`src/rtl/cell_bist_ctrl_if.sv`:
```
// Purpose: bundles the test-control, cell-stimulus and result signals of the cell BIST controller.
// Latency: none; this is wiring only.
// Backpressure: none; start/abort are level-sampled by the controller, with no handshake.
//
// Port summary (controller / slave view):
//   start, abort     in   run control from the chip test logic
//   dut_y            in   output of the cell under test
//   dut_in           out  stimulus vector to the cell (bit N_IN-1 = A ... bit 0 = C)
//   busy, done       out  run status; done is a one-cycle end-of-run pulse
//   pass, err_count  out  result of the last run
//   first_fail,
//   fail_valid       out  lowest failing vector and its qualifier
interface cell_bist_ctrl_if #(
    parameter int N_IN = 3
);
    logic            start;
    logic            abort;
    logic            dut_y;
    logic [N_IN-1:0] dut_in;
    logic            busy;
    logic            done;
    logic            pass;
    logic [N_IN:0]   err_count;
    logic [N_IN-1:0] first_fail;
    logic            fail_valid;

    modport slave (
        input  start,
        input  abort,
        input  dut_y,
        output dut_in,
        output busy,
        output done,
        output pass,
        output err_count,
        output first_fail,
        output fail_valid
    );

    modport master (
        output start,
        output abort,
        output dut_y,
        input  dut_in,
        input  busy,
        input  done,
        input  pass,
        input  err_count,
        input  first_fail,
        input  fail_valid
    );
endinterface

```
`src/rtl/cell_bist_ctrl.sv`:
```
// Purpose: exhaustive BIST of one combinational cell against a golden truth table.
// Latency: 2**N_IN*(SETTLE_CYCLES+1) cycles from accepted start to the done pulse.
// Backpressure: none; start is ignored unless idle, abort ends a run early.
//
// Ports:
//   clk    rising-edge clock
//   reset  synchronous active-high reset, clears all state with no done pulse
//   bus    cell_bist_ctrl_if.slave: start/abort/dut_y in, stimulus and results out
module cell_bist_ctrl #(
    parameter int                    N_IN          = 3,
    parameter logic [(1<<N_IN)-1:0]  GOLDEN        = 8'h57,
    parameter int                    SETTLE_CYCLES = 2
) (
    input  logic            clk,
    input  logic            reset,
    cell_bist_ctrl_if.slave bus
);

    typedef enum logic [1:0] {
        IDLE   = 2'd0,
        APPLY  = 2'd1,
        SAMPLE = 2'd2,
        FINISH = 2'd3
    } state_t;

    localparam logic [3:0]      CNT_RELOAD = 4'(SETTLE_CYCLES - 1);
    localparam logic [N_IN-1:0] VEC_LAST   = '1;
    localparam logic [N_IN:0]   ERR_MAX    = {1'b1, {N_IN{1'b0}}};
    localparam logic [N_IN:0]   ERR_ONE    = {{N_IN{1'b0}}, 1'b1};
    localparam logic [N_IN-1:0] VEC_ONE    = {{(N_IN-1){1'b0}}, 1'b1};

    state_t          state_q, state_n;
    logic [3:0]      cnt_q, cnt_n;
    logic [N_IN-1:0] vec_q, vec_n;
    logic [N_IN:0]   err_q, err_n;
    logic [N_IN-1:0] ff_q, ff_n;
    logic            fv_q, fv_n;
    logic            pass_q, pass_n;
    logic            busy_q, busy_n;
    logic            done_q, done_n;
    logic            mismatch;

    assign mismatch = (bus.dut_y != GOLDEN[vec_q]);

    always_ff @(posedge clk) begin
        if (reset) begin
            state_q <= IDLE;
            cnt_q   <= '0;
            vec_q   <= '0;
            err_q   <= '0;
            ff_q    <= '0;
            fv_q    <= 1'b0;
            pass_q  <= 1'b0;
            busy_q  <= 1'b0;
            done_q  <= 1'b0;
        end else begin
            state_q <= state_n;
            cnt_q   <= cnt_n;
            vec_q   <= vec_n;
            err_q   <= err_n;
            ff_q    <= ff_n;
            fv_q    <= fv_n;
            pass_q  <= pass_n;
            busy_q  <= busy_n;
            done_q  <= done_n;
        end
    end

    always_comb begin
        state_n = state_q;
        cnt_n   = cnt_q;
        vec_n   = vec_q;
        err_n   = err_q;
        ff_n    = ff_q;
        fv_n    = fv_q;
        pass_n  = pass_q;

        case (state_q)
            IDLE: begin
                if (bus.start) begin
                    state_n = APPLY;
                    cnt_n   = CNT_RELOAD;
                    vec_n   = '0;
                    err_n   = '0;
                    ff_n    = '0;
                    fv_n    = 1'b0;
                    pass_n  = 1'b0;
                end
            end
            APPLY: begin
                if (bus.abort) begin
                    state_n = FINISH;
                    vec_n   = '0;
                    pass_n  = 1'b0;
                end else if (cnt_q == '0) begin
                    state_n = SAMPLE;
                end else begin
                    cnt_n = cnt_q - 4'd1;
                end
            end
            SAMPLE: begin
                // The comparison is recorded even when abort arrives in this cycle.
                if (mismatch) begin
                    if (err_q != ERR_MAX) begin
                        err_n = err_q + ERR_ONE;
                    end
                    if (!fv_q) begin
                        ff_n = vec_q;
                        fv_n = 1'b1;
                    end
                end
                if (bus.abort || (vec_q == VEC_LAST)) begin
                    state_n = FINISH;
                    vec_n   = '0;
                    // err_n already includes this cycle's mismatch.
                    pass_n  = !bus.abort && (err_n == '0);
                end else begin
                    state_n = APPLY;
                    vec_n   = vec_q + VEC_ONE;
                    cnt_n   = CNT_RELOAD;
                end
            end
            FINISH: begin
                state_n = IDLE;
            end
            default: begin
                state_n = IDLE;
            end
        endcase

        // Status flags are registered copies of the next state.
        busy_n = (state_n == APPLY) || (state_n == SAMPLE);
        done_n = (state_n == FINISH);
    end

    assign bus.dut_in     = vec_q;
    assign bus.busy       = busy_q;
    assign bus.done       = done_q;
    assign bus.pass       = pass_q;
    assign bus.err_count  = err_q;
    assign bus.first_fail = ff_q;
    assign bus.fail_valid = fv_q;

endmodule

```
`src/flat_wrapper.sv`:
```
// flat-port wrapper written by rule: the top's interface ports become plain ports
module cell_bist_ctrl_flat 
#(
    parameter int                    N_IN          = 3,
    parameter logic [(1<<N_IN)-1:0]  GOLDEN        = 8'h57,
    parameter int                    SETTLE_CYCLES = 2
)
  (clk, reset, bus_start, bus_abort, bus_dut_y, bus_dut_in, bus_busy, bus_done, bus_pass, bus_err_count, bus_first_fail, bus_fail_valid);
  cell_bist_ctrl_if #(.N_IN(N_IN)) bus_i ();
  input  logic clk;
  input  logic reset;
  input wire logic [$bits(bus_i.start)-1:0] bus_start;
  input wire logic [$bits(bus_i.abort)-1:0] bus_abort;
  input wire logic [$bits(bus_i.dut_y)-1:0] bus_dut_y;
  output wire logic [$bits(bus_i.dut_in)-1:0] bus_dut_in;
  output wire logic [$bits(bus_i.busy)-1:0] bus_busy;
  output wire logic [$bits(bus_i.done)-1:0] bus_done;
  output wire logic [$bits(bus_i.pass)-1:0] bus_pass;
  output wire logic [$bits(bus_i.err_count)-1:0] bus_err_count;
  output wire logic [$bits(bus_i.first_fail)-1:0] bus_first_fail;
  output wire logic [$bits(bus_i.fail_valid)-1:0] bus_fail_valid;
  assign bus_i.start = bus_start;
  assign bus_i.abort = bus_abort;
  assign bus_i.dut_y = bus_dut_y;
  assign bus_dut_in = bus_i.dut_in;
  assign bus_busy = bus_i.busy;
  assign bus_done = bus_i.done;
  assign bus_pass = bus_i.pass;
  assign bus_err_count = bus_i.err_count;
  assign bus_first_fail = bus_i.first_fail;
  assign bus_fail_valid = bus_i.fail_valid;
  cell_bist_ctrl #(.N_IN(N_IN), .GOLDEN(GOLDEN), .SETTLE_CYCLES(SETTLE_CYCLES)) u_core (.clk(clk), .reset(reset), .bus(bus_i));
endmodule
```
`config.mk`:
```
export PLATFORM = sky130hd
export DESIGN_NAME = cell_bist_ctrl_flat
export DESIGN_NICKNAME = d
export VERILOG_FILES = /design/src/rtl/cell_bist_ctrl_if.sv /design/src/rtl/cell_bist_ctrl.sv /design/src/flat_wrapper.sv
export SDC_FILE = /design/constraint.sdc
export NUM_CORES = 1
export LEC_CHECK = 0
export ABC_AREA = 1
export CAP_MARGIN = 20
export CORE_ASPECT_RATIO = 1.4
export CORE_MARGIN = 8
export CORE_UTILIZATION = 56
export CTS_CLUSTER_DIAMETER = 100
export DETAILED_ROUTE_END_ITERATION = 6
export HOLD_SLACK_MARGIN = 0.05
export PLACE_DENSITY = 0.83
export SYNTH_ARGS = -nofsm -noshare
export SYNTH_HDL_FRONTEND = slang
export SYNTH_SLANG_ARGS = --single-unit
```
`constraint.sdc`:
```
create_clock -name clk -period 2.5 [get_ports clk]
set_input_delay 0.375 -clock clk [delete_from_list [all_inputs] [get_ports clk]]
set_output_delay 0.375 -clock clk [all_outputs]
set_load 0.01 [all_outputs]
```
==> impl_metrics.csv, run 1 <==
group,metric,value,unit
status,run_status,"completed",
cts,cts_resizes,0,
final_layout,regArea,420,µm²
floorplanning,design.die.area,3790,µm²
place,hpwl,2160,µm
floorplanning,dieHeight,69.7,µm
grt,grt_antenna_before_repair,0,
floorplanning,die-width,54.4,µm
final_layout,final.fill_count,163,
final_layout,ratio_of_cells_with_drive_above_1_in_the_final_layout,0.0246,
timing,layout_worst_path_cycle_share,0.710,
drt,drc,0,
cts,clock_path_buffers,2,
power_and_ir_drop,post_layout_total_power,0.000750,W
power_and_ir_drop,static_leak,0.671,nW
cts,htree_num_levels,1,
place,buffer_ports.inserted,18,
drt,drt-total-wl,2740,µm
grt,grt_remaining_overflow,0,
critical_path,regToRegSetupSlack,0.72,ns
drt,drt-pass1-iter-count,4,
synth,syn_area_per_cell,6.37,µm²
final_layout,antenna_cells_inserted,0,
grt,grt_start_max_net_pins,13,
timing,finalSetupViolations,0,
synth,synthDominantCellAreaShare,0.364,
final_layout,layout_nets,216,
final_layout,layout-area-overhead-vs-synth,20.6,%
worst_hold_path,worstHoldStart,"u_core.bus.first_fail[2]",
synth,synthesis.instances,181,
synth,synth_seq_area_share,0.364,
synth,synth_async_sr_flop_share,0,
cts,cts.hold.buffers_added,0,
synth,synthTopCellsByCount,"sky130_fd_sc_hd__nand2_1, sky130_fd_sc_hd__inv_1, sky130_fd_sc_hd__dfxtp_1, sky130_fd_sc_hd__nor2_1, sky130_fd_sc_hd__nand3_1",
drt,post_drt_wl_per_cell,12.2,µm
critical_path,rr_endpoint,"u_core.bus.busy",
final_layout,postLayoutCellArea,1390,µm²
cts,cts_tree,"yes",
synth,synth_nets,193,
drt,via_count,1173,
critical_path,critPathKind,"register to register",
timing,rsz0062_at_grt,"false",
critical_path,critical_path_required,2.70,ns
timing,timing_max_transition_violations_final,0,
critical_path,rr_worst_depth,9,
floorplanning,core-area,1950,µm²
floorplanning,pin_count,19,
cts,clock_sink_count,21,
worst_hold_path,whs_path_depth,2,
grt,track_usage,0.157,
final_layout,postLayoutCoreUtil,0.714,
critical_path,startpoint_of_the_lowest_slack_register_to_register_path,"u_core.bus.dut_in[0]",
critical_path,crit_path_end_kind,"register",
grt,wire_length_of_the_first_global_routing_pass,4790,µm
timing,timing.slew.headroom,0.659,
floorplanning,core.rowCount,19,
critical_path,critical_path.startpoint_type,"register",
timing,final.setup_skew,0.00644,ns
critical_path,timing.critical_path.arrival,1.98,ns
drt,number_of_violations_reported_at_the_end_of_detailed_routing_iteration_0,21,
cts,clk_pin_slew_worst_paths,0.12,ns
cts,post-cts-setup-buffers,0,
worst_hold_path,type_of_the_worst_min_delay_path,"register to register",
timing,final-hold-violation-count,0,
drt,routed_via_density,5.24,
place,detailed_place.area,1360,µm²
place,dpl.cell_count,220,
synth,synth_area_leaders,"sky130_fd_sc_hd__dfxtp_1, sky130_fd_sc_hd__nand2_1, sky130_fd_sc_hd__inv_1",
synth,synthDistinctLibCells,15,
place,gp_routability_congestion,0.909,
timing,worst_pin_slew,0.506,ns
synth,synth-seq-cells,21,
final_layout,layoutNonFillerInstCount,224,
drt,postRouteAntennaNets,0,
power_and_ir_drop,power_density,539,nW/µm²
grt,via_count_of_the_first_global_routing_pass,1199,
critical_path,crit_fanout,5,
synth,synth_area,1150,µm²
synth,synth_ff_type,"sky130_fd_sc_hd__dfxtp_1",
run,cap_violations,0,
floorplanning,floorplan.initialDensity,0.592,
synth,yosys.cell_count.top_type,"sky130_fd_sc_hd__nand2_1",
timing,min_period,1.78,ns
power_and_ir_drop,highest_ir_drop_seen_on_vdd,0.000512,V
synth,synth_top_area_cell,"sky130_fd_sc_hd__dfxtp_1",
cts,clkLatencyLatePin,0.30,ns
worst_hold_path,min_to,"u_core.bus.first_fail[2]",
timing,setup_total_negative_slack,0,ns
final_layout,multiInputGateArea,613,µm²
synth,ys.warnings.count,0,
timing,achievable-frequency,563,MHz
synth,synth_edf_count,0,
cts,cts-buffers-inserted,3,
cts,clock_tree.root_cell,"sky130_fd_sc_hd__clkbuf_4",
[registers in the layout (all words and copies together) (netlist names), named ones only]
register               count
u_core.bus.first_fail      3
u_core.bus.fail_valid      1
u_core.bus.pass            1
u_core.bus.dut_in          3
u_core.cnt_q               4
u_core.bus.err_count       4
u_core.bus.busy            1
u_core.bus.done            1
u_core.state_q             2
[routing by layer]
metal / global-route usage / vias up / wire length, µm
met2: 0.290 / 36 / 1470
met4: 0.0687 / 0 / 62
li1: - / 611 / -
met3: 0.0236 / 7 / 120
met1: 0.155 / 519 / 1090
met5: 0 / - / 0
[cell families after synthesis]
family	count (synthesis)	synth area share
simple gates	104	0.375
buf+inv	32	0.104
flops	21	0.364
compound gates	17	0.0803
fa+ha+maj	7	0.0759
[critical path: stages, from the launching register on]
cell                      delay, ns
sky130_fd_sc_hd__dfxtp_1       0.36
sky130_fd_sc_hd__ha_1          0.21
sky130_fd_sc_hd__ha_1          0.18
sky130_fd_sc_hd__nor2_1        0.22
sky130_fd_sc_hd__inv_1         0.09
sky130_fd_sc_hd__nand2_1       0.15
sky130_fd_sc_hd__nand2_1       0.10
sky130_fd_sc_hd__ha_1          0.29
sky130_fd_sc_hd__inv_1         0.05
sky130_fd_sc_hd__nor2_1        0.03
[worst max path at each step]
stage | endpoint | start
floorplan | u_core.bus.busy | u_core.bus.dut_in[0]
global route | u_core.bus.busy | u_core.bus.dut_in[0]
detailed placement | u_core.bus.busy | bus_abort
finish | u_core.bus.busy | u_core.bus.dut_in[0]
CTS | u_core.bus.busy | u_core.bus.dut_in[0]
global placement | u_core.bus.busy | bus_abort
[cells in the final DEF (no fill, tap or decap), types with 3 or more instances in the layout]
cell / n
sky130_fd_sc_hd__dfxtp_1: 21
sky130_fd_sc_hd__nand2_1: 57
sky130_fd_sc_hd__nand3_1: 17
sky130_fd_sc_hd__a21oi_1: 7
sky130_fd_sc_hd__nor3_1: 3
sky130_fd_sc_hd__clkbuf_4: 3
sky130_fd_sc_hd__nor2_1: 20
sky130_fd_sc_hd__nand4_1: 5
sky130_fd_sc_hd__inv_1: 31
sky130_fd_sc_hd__ha_1: 7
sky130_fd_sc_hd__o22ai_1: 4
sky130_fd_sc_hd__clkdlybuf4s50_1: 18
sky130_fd_sc_hd__o21ai_0: 5
[stage by stage]
| stage | setup slack [ns] | hold WS, ns |
|---|---|---|
| final | 0.724 | 0.480 |
| after global routing | 0.584 | 0.492 |
| after CTS | 0.740 | 0.482 |
| after detailed placement | 0.681 | 0.465 |
| after global placement | 0.714 | 0.453 |
| after floorplan | 0.915 | 0.456 |
[power by group]
| part | internal (W) | switching, W | total, W |
|---|---|---|---|
| combinational | 0.0000804 | 0.000133 | 0.000214 |
| sequential | 0.000358 | 0.0000171 | 0.000375 |
| clock | 0.0000596 | 0.000102 | 0.000161 |
[cell type report]
cell class | instances | area share
inverters | 31 | 0.0836
multi-input cells | 128 | 0.441
repair buffers | 19 | 0.135
clock inverters | 1 | 0.00360
clock buffers | 3 | 0.0162
flip-flops and latches | 21 | 0.302
well taps | 21 | 0.0189
Note: power is estimated with default switching activity, not from simulation.
==> run 2, diff against run 1 <==
--- a/config.mk
+++ b/config.mk
@@ -9,11 +9,11 @@
 export CAP_MARGIN = 20
 export CORE_ASPECT_RATIO = 1.4
 export CORE_MARGIN = 8
-export CORE_UTILIZATION = 56
+export CORE_UTILIZATION = 47
 export CTS_CLUSTER_DIAMETER = 100
 export DETAILED_ROUTE_END_ITERATION = 6
 export HOLD_SLACK_MARGIN = 0.05
-export PLACE_DENSITY = 0.83
+export PLACE_DENSITY = 0.75
 export SYNTH_ARGS = -nofsm -noshare
 export SYNTH_HDL_FRONTEND = slang
 export SYNTH_SLANG_ARGS = --single-unit
==> constraint.sdc (replaced) <==
create_clock -name clk -period 1.4 [get_ports clk]
set_input_delay 0.21 -clock clk [delete_from_list [all_inputs] [get_ports clk]]
set_output_delay 0.21 -clock clk [all_outputs]
set_load 0.01 [all_outputs]
==> run 2 against run 1 <==
Effect of this change:
- the run now ends with negative setup slack left
- clock-buffer cell count unchanged
- sequential power increased by 78%
- global-route usage decreased by 0.27 points
- design area increased by 20%
- combinational power increased to 2.6 times the previous value
- sequential share of layout area decreased by 4.3 points
- cell count increased by 9.4%
- critical path depth unchanged
- fmax increased by 26%
- largest cell class unchanged
==> impl_metrics.csv, run 2 (synthesis results as in run 1) <==
group,metric,value,unit
grt,via_count_of_the_first_global_routing_pass,1225,
worst_hold_path,type_of_the_worst_min_delay_path,"input port to register",
critical_path,timing.critical_path.arrival,1.68,ns
drt,via_count,1286,
drt,number_of_violations_reported_at_the_end_of_detailed_routing_iteration_0,29,
timing,final.setup_skew,0.00362,ns
final_layout,layout_nets,235,
cts,clock_sink_count,21,
grt,track_usage,0.154,
timing,finalSetupViolations,1,
final_layout,layout-area-overhead-vs-synth,44.4,%
grt,wire_length_of_the_first_global_routing_pass,5190,µm
grt,grt_antenna_before_repair,0,
critical_path,crit_path_end_kind,"register",
final_layout,layoutNonFillerInstCount,245,
floorplanning,floorplan.initialDensity,0.488,
critical_path,critical_path.startpoint_type,"register",
timing,min_period,1.41,ns
final_layout,postLayoutCoreUtil,0.704,
timing,timing_max_transition_violations_final,0,
status,failed_checks,"negative setup slack",
drt,post_drt_wl_per_cell,13.0,µm
place,gp_routability_congestion,0.931,
critical_path,crit_fanout,4,
floorplanning,core.rowCount,21,
drt,drt-total-wl,3180,µm
final_layout,ratio_of_cells_with_drive_above_1_in_the_final_layout,0.248,
floorplanning,core-area,2360,µm²
grt,grt_remaining_overflow,0,
timing,layout_worst_path_cycle_share,1.01,
floorplanning,design.die.area,4320,µm²
floorplanning,dieHeight,74.6,µm
place,hpwl,2390,µm
drt,drc,0,
timing,timing.slew.headroom,0.760,
timing,rsz0062_at_grt,"true",
power_and_ir_drop,highest_ir_drop_seen_on_vdd,0.000585,V
timing,layout_setup_ws,-0.00888,ns
floorplanning,pin_count,19,
timing,worst_pin_slew,0.360,ns
grt,grt_start_max_net_pins,13,
cts,clock_tree.root_cell,"sky130_fd_sc_hd__clkbuf_4",
floorplanning,die-width,57.9,µm
power_and_ir_drop,static_leak,0.865,nW
timing,final-hold-violation-count,0,
drt,routed_via_density,5.25,
cts,clkLatencyLatePin,0.32,ns
final_layout,layout_common_cells,"sky130_fd_sc_hd__nand2_1, sky130_fd_sc_hd__inv_1, sky130_fd_sc_hd__buf_4",
status,run_status,"complete, but fails checks",
final_layout,layout_commonest_cell,"sky130_fd_sc_hd__nand2_1",
place,dpl.cell_count,239,
critical_path,rr_worst_depth,9,
cts,clk_pin_slew_worst_paths,0.12,ns
drt,drt-pass1-iter-count,4,
timing,achievable-frequency,710,MHz
cts,htree_num_levels,1,
critical_path,critPathKind,"register to register",
critical_path,regToRegSetupSlack,-0.009,ns
critical_path,critical_path_required,1.67,ns
cts,cts_tree,"yes",
cts,cts-buffers-inserted,3,
drt,postRouteAntennaNets,0,
final_layout,final.fill_count,209,
run,cap_violations,0,
cts,clock_path_buffers,2,
final_layout,antenna_cells_inserted,0,
worst_hold_path,whs_path_depth,3,
power_and_ir_drop,power_density,926,nW/µm²
place,buffer_ports.inserted,18,
## run 2: timing repair
action                                 4_1_cts  5_1_grt
pin swaps                                    4       10
gates resized for setup                     28       18
endpoints found under the hold margin        0        0
setup endpoints to repair                   17       15
hold buffers                                 0        0
setup buffers                                2        0
## run 2: report_power, final
| part | internal, W | total (W) | switching, W | leakage (nW) |
|---|---|---|---|---|
| registers | 0.000640 | 0.000668 | 0.0000278 | 0.174 |
| logic | 0.000239 | 0.000566 | 0.000327 | 0.674 |
| clock network | 0.000107 | 0.000308 | 0.000201 | 0.0177 |
| total | 0.000986 | 0.00154 | 0.000556 | 0.865 |
## run 2: metal layers
| metal | part of all wire | vias up | track usage |
|---|---|---|---|
| met1 | 0.37 | 585 | 0.138 |
| met4 | 0.034 | 0 | 0.0984 |
| li1 | - | 662 | - |
| met5 | 0 | - | 0 |
| met3 | 0.030 | 11 | 0.0205 |
| met2 | 0.56 | 28 | 0.311 |
## run 2: stage by stage
step                      area [µm²]  worst slack (ns)  setup TNS, ns  hold WS (ns)  total power [W]
after floorplan                 1190            0.0249              0         0.281         0.000965
after global placement          1530            -0.165          -1.49         0.452          0.00114
after detailed placement        1530            -0.213          -2.45         0.460          0.00116
after CTS                       1610           -0.0346        -0.0382         0.473          0.00150
after global routing            1670           -0.0628         -0.171         0.499          0.00164
final                           1670          -0.00888       -0.00888         0.440          0.00154
## run 2: final timing paths
check,from,endpoint
setup / recovery,u_core.bus.dut_in[0],u_core.bus.busy
hold / removal,bus_abort,u_core.state_q[0]
setup reg to reg,u_core.bus.dut_in[0],u_core.bus.busy
hold reg to reg,u_core.bus.first_fail[1],u_core.bus.first_fail[1]
## run 2: area by class of cell
cell class,instances,area [µm²],area share
repair buffers,38,323,0.194
clock inverters,1,5.00,0.00301
flip-flops and latches,21,432,0.259
well taps,23,28.8,0.0173
inverters,31,116,0.0699
clock buffers,3,22.5,0.0135
multi-input cells,128,738,0.443
## run 2: critical path, stage by stage, from the launching register on
cell and delay (ns):
sky130_fd_sc_hd__dfxtp_4 0.37, sky130_fd_sc_hd__ha_4 0.16, sky130_fd_sc_hd__ha_4 0.16, sky130_fd_sc_hd__nor2_4 0.10, sky130_fd_sc_hd__inv_2 0.06, sky130_fd_sc_hd__nand2_4 0.09
sky130_fd_sc_hd__nand2_4 0.07, sky130_fd_sc_hd__ha_4 0.26, sky130_fd_sc_hd__inv_2 0.02, sky130_fd_sc_hd__nor2_1 0.06
==> RTL edit 1: new RTL, settings of run 1 <==
Reset style: asynchronous (`reset`), changed in one clocked block. Comments in the files are not updated.
--- a/src/rtl/cell_bist_ctrl.sv
+++ b/src/rtl/cell_bist_ctrl.sv
@@ -42,7 +42,7 @@
 
     assign mismatch = (bus.dut_y != GOLDEN[vec_q]);
 
-    always_ff @(posedge clk) begin
+    always_ff @(posedge clk or posedge reset) begin
         if (reset) begin
             state_q <= IDLE;
             cnt_q   <= '0;
Function: differs if reset is asserted again (counterexample within 4 cycles, from zero or initial values and one cycle with reset high); with reset held inactive, the same outputs for 10 cycles.
==> RTL edit 1 against run 1 <==
Sequential cell count shrank 1. Wire length shrank 7.0%. Worst setup slack gained 34 ps. Design area shrank 2.2%. Global-route usage shrank 0.29 points. Worst hold slack gained 3.4 ps. First-iteration DRC count grew 14%. Area after synthesis shrank 3.0%.
Power is not compared: it rests on default switching activity, and its combinational part moved more than twofold at a synthesized area within 25%.
==> RTL edit 1: results (changes against run 1) <==
<table>
<tr><th>Metric</th><th>Value</th></tr>
<tr><th colspan="2">Status</th></tr>
<tr><td>Run status</td><td>finished clean (unchanged)</td></tr>
<tr><th colspan="2">Global route</th></tr>
<tr><td>First-pass GRT wire length</td><td>4150 um (was 4790 um)</td></tr>
<tr><td>Routing usage on met1</td><td>15.5% (about the same)</td></tr>
<tr><td>All-Layer GR Usage</td><td>15.4% (was 15.7%)</td></tr>
<tr><td>Pin count of the biggest net entering global routing</td><td>21 (was 13)</td></tr>
<tr><td>Vias in the first global route</td><td>949 (was 1,199)</td></tr>
<tr><td>Fraction of met3 tracks used by global routing</td><td>3.65% (was 2.36%)</td></tr>
<tr><th colspan="2">Timing</th></tr>
<tr><td>Skew final</td><td>2.30 ps (was 6.44 ps)</td></tr>
<tr><td>Max Clk Rate</td><td>574 MHz (was 563 MHz)</td></tr>
<tr><td>Hold slack final</td><td>484 ps (was 480 ps)</td></tr>
<tr><td>Slew at the pin with the worst max-slew slack</td><td>750 ps (was 506 ps)</td></tr>
<tr><th colspan="2">Placement</th></tr>
<tr><td>Instance area at placement</td><td>1330 um^2 (was 1360 um^2)</td></tr>
<tr><td>Placed insts</td><td>181 (was 220)</td></tr>
<tr><td>HPWL Detailed</td><td>1950 um (was 2160 um)</td></tr>
<tr><td>Worst setup timing slack at the placement stage</td><td>645 ps (was 681 ps)</td></tr>
<tr><th colspan="2">Layout</th></tr>
<tr><td>Area of all placed cells without fillers</td><td>1360 um^2 (was 1390 um^2)</td></tr>
<tr><td>Post-route insts no fill</td><td>185 (was 224)</td></tr>
<tr><th colspan="2">Worst setup path</th></tr>
<tr><td>Worst setup path startpoint</td><td>u_core.bus.dut_in[0] (unchanged)</td></tr>
<tr><td>Highest net fanout along the worst path</td><td>6 (was 5)</td></tr>
<tr><td>Cell with the biggest individual delay on the critical path</td><td>dfrtp_1 (was dfxtp_1)</td></tr>
<tr><td>Data arrival, critical path</td><td>1950 ps (was 1980 ps)</td></tr>
<tr><th colspan="2">Synthesis</th></tr>
<tr><td>Unique masters post-synth</td><td>19 (was 15)</td></tr>
<tr><td>Syn_nets</td><td>155 (was 193)</td></tr>
<tr><td>Synth cell count leaders</td><td>nand2_1 (39), inv_1 (22), dfrtp_1 (20) (was nand2_1 (57), inv_1 (31), dfxtp_1 (21))</td></tr>
<tr><th colspan="2">Route</th></tr>
<tr><td>DRT met1 WL</td><td>995 um (was 1090 um)</td></tr>
<tr><td>Sum of met2 wire segment lengths after detailed routing</td><td>1360 um (was 1470 um)</td></tr>
<tr><td>DRT iter0 DRCs</td><td>24 (was 21)</td></tr>
</table>
-- RTL edit 1: cell count changes after synthesis, moves of 5 or more --
cell and change:
nor2_1 -14, a21oi_1 -6, dfxtp_1 -21, nand2_1 -18, inv_1 -9, o21ai_1 +5, dfrtp_1 +20
-- RTL edit 1: logic make-up after synthesis --
| family | count (synthesis) | share of synthesized area, % |
|---|---|---|
| AO/OA/AOI/OAI | 19 | 9.62 |
| flip-flops | 20 | 44.7 |
| buffers and inverters | 26 | 8.72 |
| XOR/XNOR | 3 | 2.35 |
| AND/OR/NAND/NOR | 66 | 25.6 |
| adder cells (fa/ha/maj) | 8 | 8.95 |
-- RTL edit 1: area by class of cell --
class / count / area share, %
timing repair buffer: 18 / 13.2
clock buffer: 4 / 2.67
inverter: 26 / 7.17
tap: 21 / 1.93
multi-input combinational: 96 / 38.2
sequential: 20 / 36.8
==> RTL edit 2: new RTL, settings of run 1 <==
Made on the original files. `N_IN` is set to 3 in 3 places; all go to 4.
--- a/src/rtl/cell_bist_ctrl_if.sv
+++ b/src/rtl/cell_bist_ctrl_if.sv
@@ -11,7 +11,7 @@
 //   first_fail,
 //   fail_valid       out  lowest failing vector and its qualifier
 interface cell_bist_ctrl_if #(
-    parameter int N_IN = 3
+    parameter int N_IN = 4
 );
     logic            start;
     logic            abort;
--- a/src/rtl/cell_bist_ctrl.sv
+++ b/src/rtl/cell_bist_ctrl.sv
@@ -7,7 +7,7 @@
 //   reset  synchronous active-high reset, clears all state with no done pulse
 //   bus    cell_bist_ctrl_if.slave: start/abort/dut_y in, stimulus and results out
 module cell_bist_ctrl #(
-    parameter int                    N_IN          = 3,
+    parameter int                    N_IN          = 4,
     parameter logic [(1<<N_IN)-1:0]  GOLDEN        = 8'h57,
     parameter int                    SETTLE_CYCLES = 2
 ) (
--- a/src/flat_wrapper.sv
+++ b/src/flat_wrapper.sv
@@ -1,7 +1,7 @@
 // flat-port wrapper written by rule: the top's interface ports become plain ports
 module cell_bist_ctrl_flat 
 #(
-    parameter int                    N_IN          = 3,
+    parameter int                    N_IN          = 4,
     parameter logic [(1<<N_IN)-1:0]  GOLDEN        = 8'h57,
     parameter int                    SETTLE_CYCLES = 2
 )
Ports: changed (resized bus_dut_in, bus_err_count and bus_first_fail); port bits go from 19 to 22. No check against the original RTL was run, so the function may have changed too.
==> RTL edit 2 against run 1 <==
Utilization rose by 1.4 points. Sequential cell count increased by 3. Design area increased by 15%. Total power grew 27%. Critical path depth decreased by 8. Worst setup slack gained 27 ps. Wire length rose by 5.2%. Area after synthesis increased by 13%. Critical path type is now register to primary output. Largest power group unchanged.
==> RTL edit 2: results (changes against run 1) <==
<table>
<tr><th>Metric</th><th>Value</th></tr>
<tr><th colspan="2">Status</th></tr>
<tr><td>Run status</td><td>finished clean (unchanged)</td></tr>
<tr><th colspan="2">Route</th></tr>
<tr><td>Final routed wire length divided by cell count</td><td>12.5 um (was 12.2 um)</td></tr>
<tr><th colspan="2">Synthesis</th></tr>
<tr><td>Top cells by area, synth</td><td>dfxtp_1 (37%), nand2_1 (13%), nand3_1 (6.9%), inv_1 (6.0%), ha_1 (5.7%) (was dfxtp_1 (36%), nand2_1 (19%), inv_1 (10%), ha_1 (7.6%), nand3_1 (7.4%))</td></tr>
<tr><td>Fraction of the mapped netlist area in compound gates</td><td>11.2% (was 8.03%)</td></tr>
<tr><td>Syn_nets</td><td>195 (was 193)</td></tr>
<tr><td>Xor and xnor fraction of the mapped netlist area</td><td>1.34% (was 0%)</td></tr>
<tr><td>Unique masters post-synth</td><td>27 (was 15)</td></tr>
<tr><th colspan="2">Global route</th></tr>
<tr><td>Pin count of the biggest net entering global routing</td><td>16 (was 13)</td></tr>
<tr><td>Vias in the first global route</td><td>1,196 (was 1,199)</td></tr>
<tr><td>First-pass GRT wire length</td><td>4910 um (was 4790 um)</td></tr>
<tr><td>All-Layer GR Usage</td><td>13.8% (was 15.7%)</td></tr>
<tr><th colspan="2">Pwr</th></tr>
<tr><td>P_clk</td><td>281 uW (was 161 uW)</td></tr>
<tr><td>Clock power frac</td><td>29.5% (was 21.5%)</td></tr>
<tr><td>Net switching power figure</td><td>292 uW (was 252 uW)</td></tr>
<tr><th colspan="2">Timing</th></tr>
<tr><td>Fin worst setup slack</td><td>751 ps (was 724 ps)</td></tr>
<tr><td>Skew final</td><td>14.0 ps (was 6.44 ps)</td></tr>
<tr><td>Hold slack final</td><td>473 ps (was 480 ps)</td></tr>
<tr><th colspan="2">Placement</th></tr>
<tr><td>HPWL Detailed</td><td>2280 um (was 2160 um)</td></tr>
<tr><td>Final weighted congestion in routability-driven placement</td><td>0.886 (was 0.909)</td></tr>
<tr><th colspan="2">Worst setup path</th></tr>
<tr><td>Worst path top cell family by delay</td><td>buffers and inverters (was adder cells)</td></tr>
<tr><td>CP peak stage delay</td><td>600 ps (was 360 ps)</td></tr>
<tr><td>Cell with the biggest individual delay on the critical path</td><td>clkdlybuf4s50_1 (was dfxtp_1)</td></tr>
<tr><td>Data arrival, critical path</td><td>1370 ps (was 1980 ps)</td></tr>
<tr><td>Worst R2R Setup Slack</td><td>810 ps (was 720 ps)</td></tr>
<tr><th colspan="2">Clock tree</th></tr>
<tr><td>Insertion delay to the later sink of the worst-skew pair</td><td>320 ps (was 300 ps)</td></tr>
</table>
[RTL edit 2: changes by cell type after synthesis, sizes merged, moves of 2 or more]
| cell | before | now |
|---|---|---|
| o21ai | 5 | 9 |
| nand3 | 17 | 19 |
| o22ai | 4 | 2 |
| inv | 31 | 26 |
| nand2 | 57 | 51 |
| a21oi | 7 | 14 |
| nand3b | 0 | 2 |
| nand4 | 5 | 1 |
| dfxtp | 21 | 24 |
[RTL edit 2: area by class of cell]
type / instances / area (um^2) / area share [%]
Clock buffer: 3 / 22.5 / 1.41
Clock inverter: 1 / 30.0 / 1.87
Tap cell: 22 / 27.5 / 1.72
Multi-Input combinational cell: 132 / 723 / 45.1
Sequential cell: 24 / 480 / 30.0
Inverter: 27 / 101 / 6.32
Timing Repair Buffer: 22 / 218 / 13.6
[RTL edit 2: metal layers]
layer	vias up	global-route usage (%)	part of all wire (%)
li1	639	-	-
met1	575	15.9	44
met2	29	24.1	49
met3	7	2.26	4.8
met4	0	6.02	2.3
met5	-	0	0
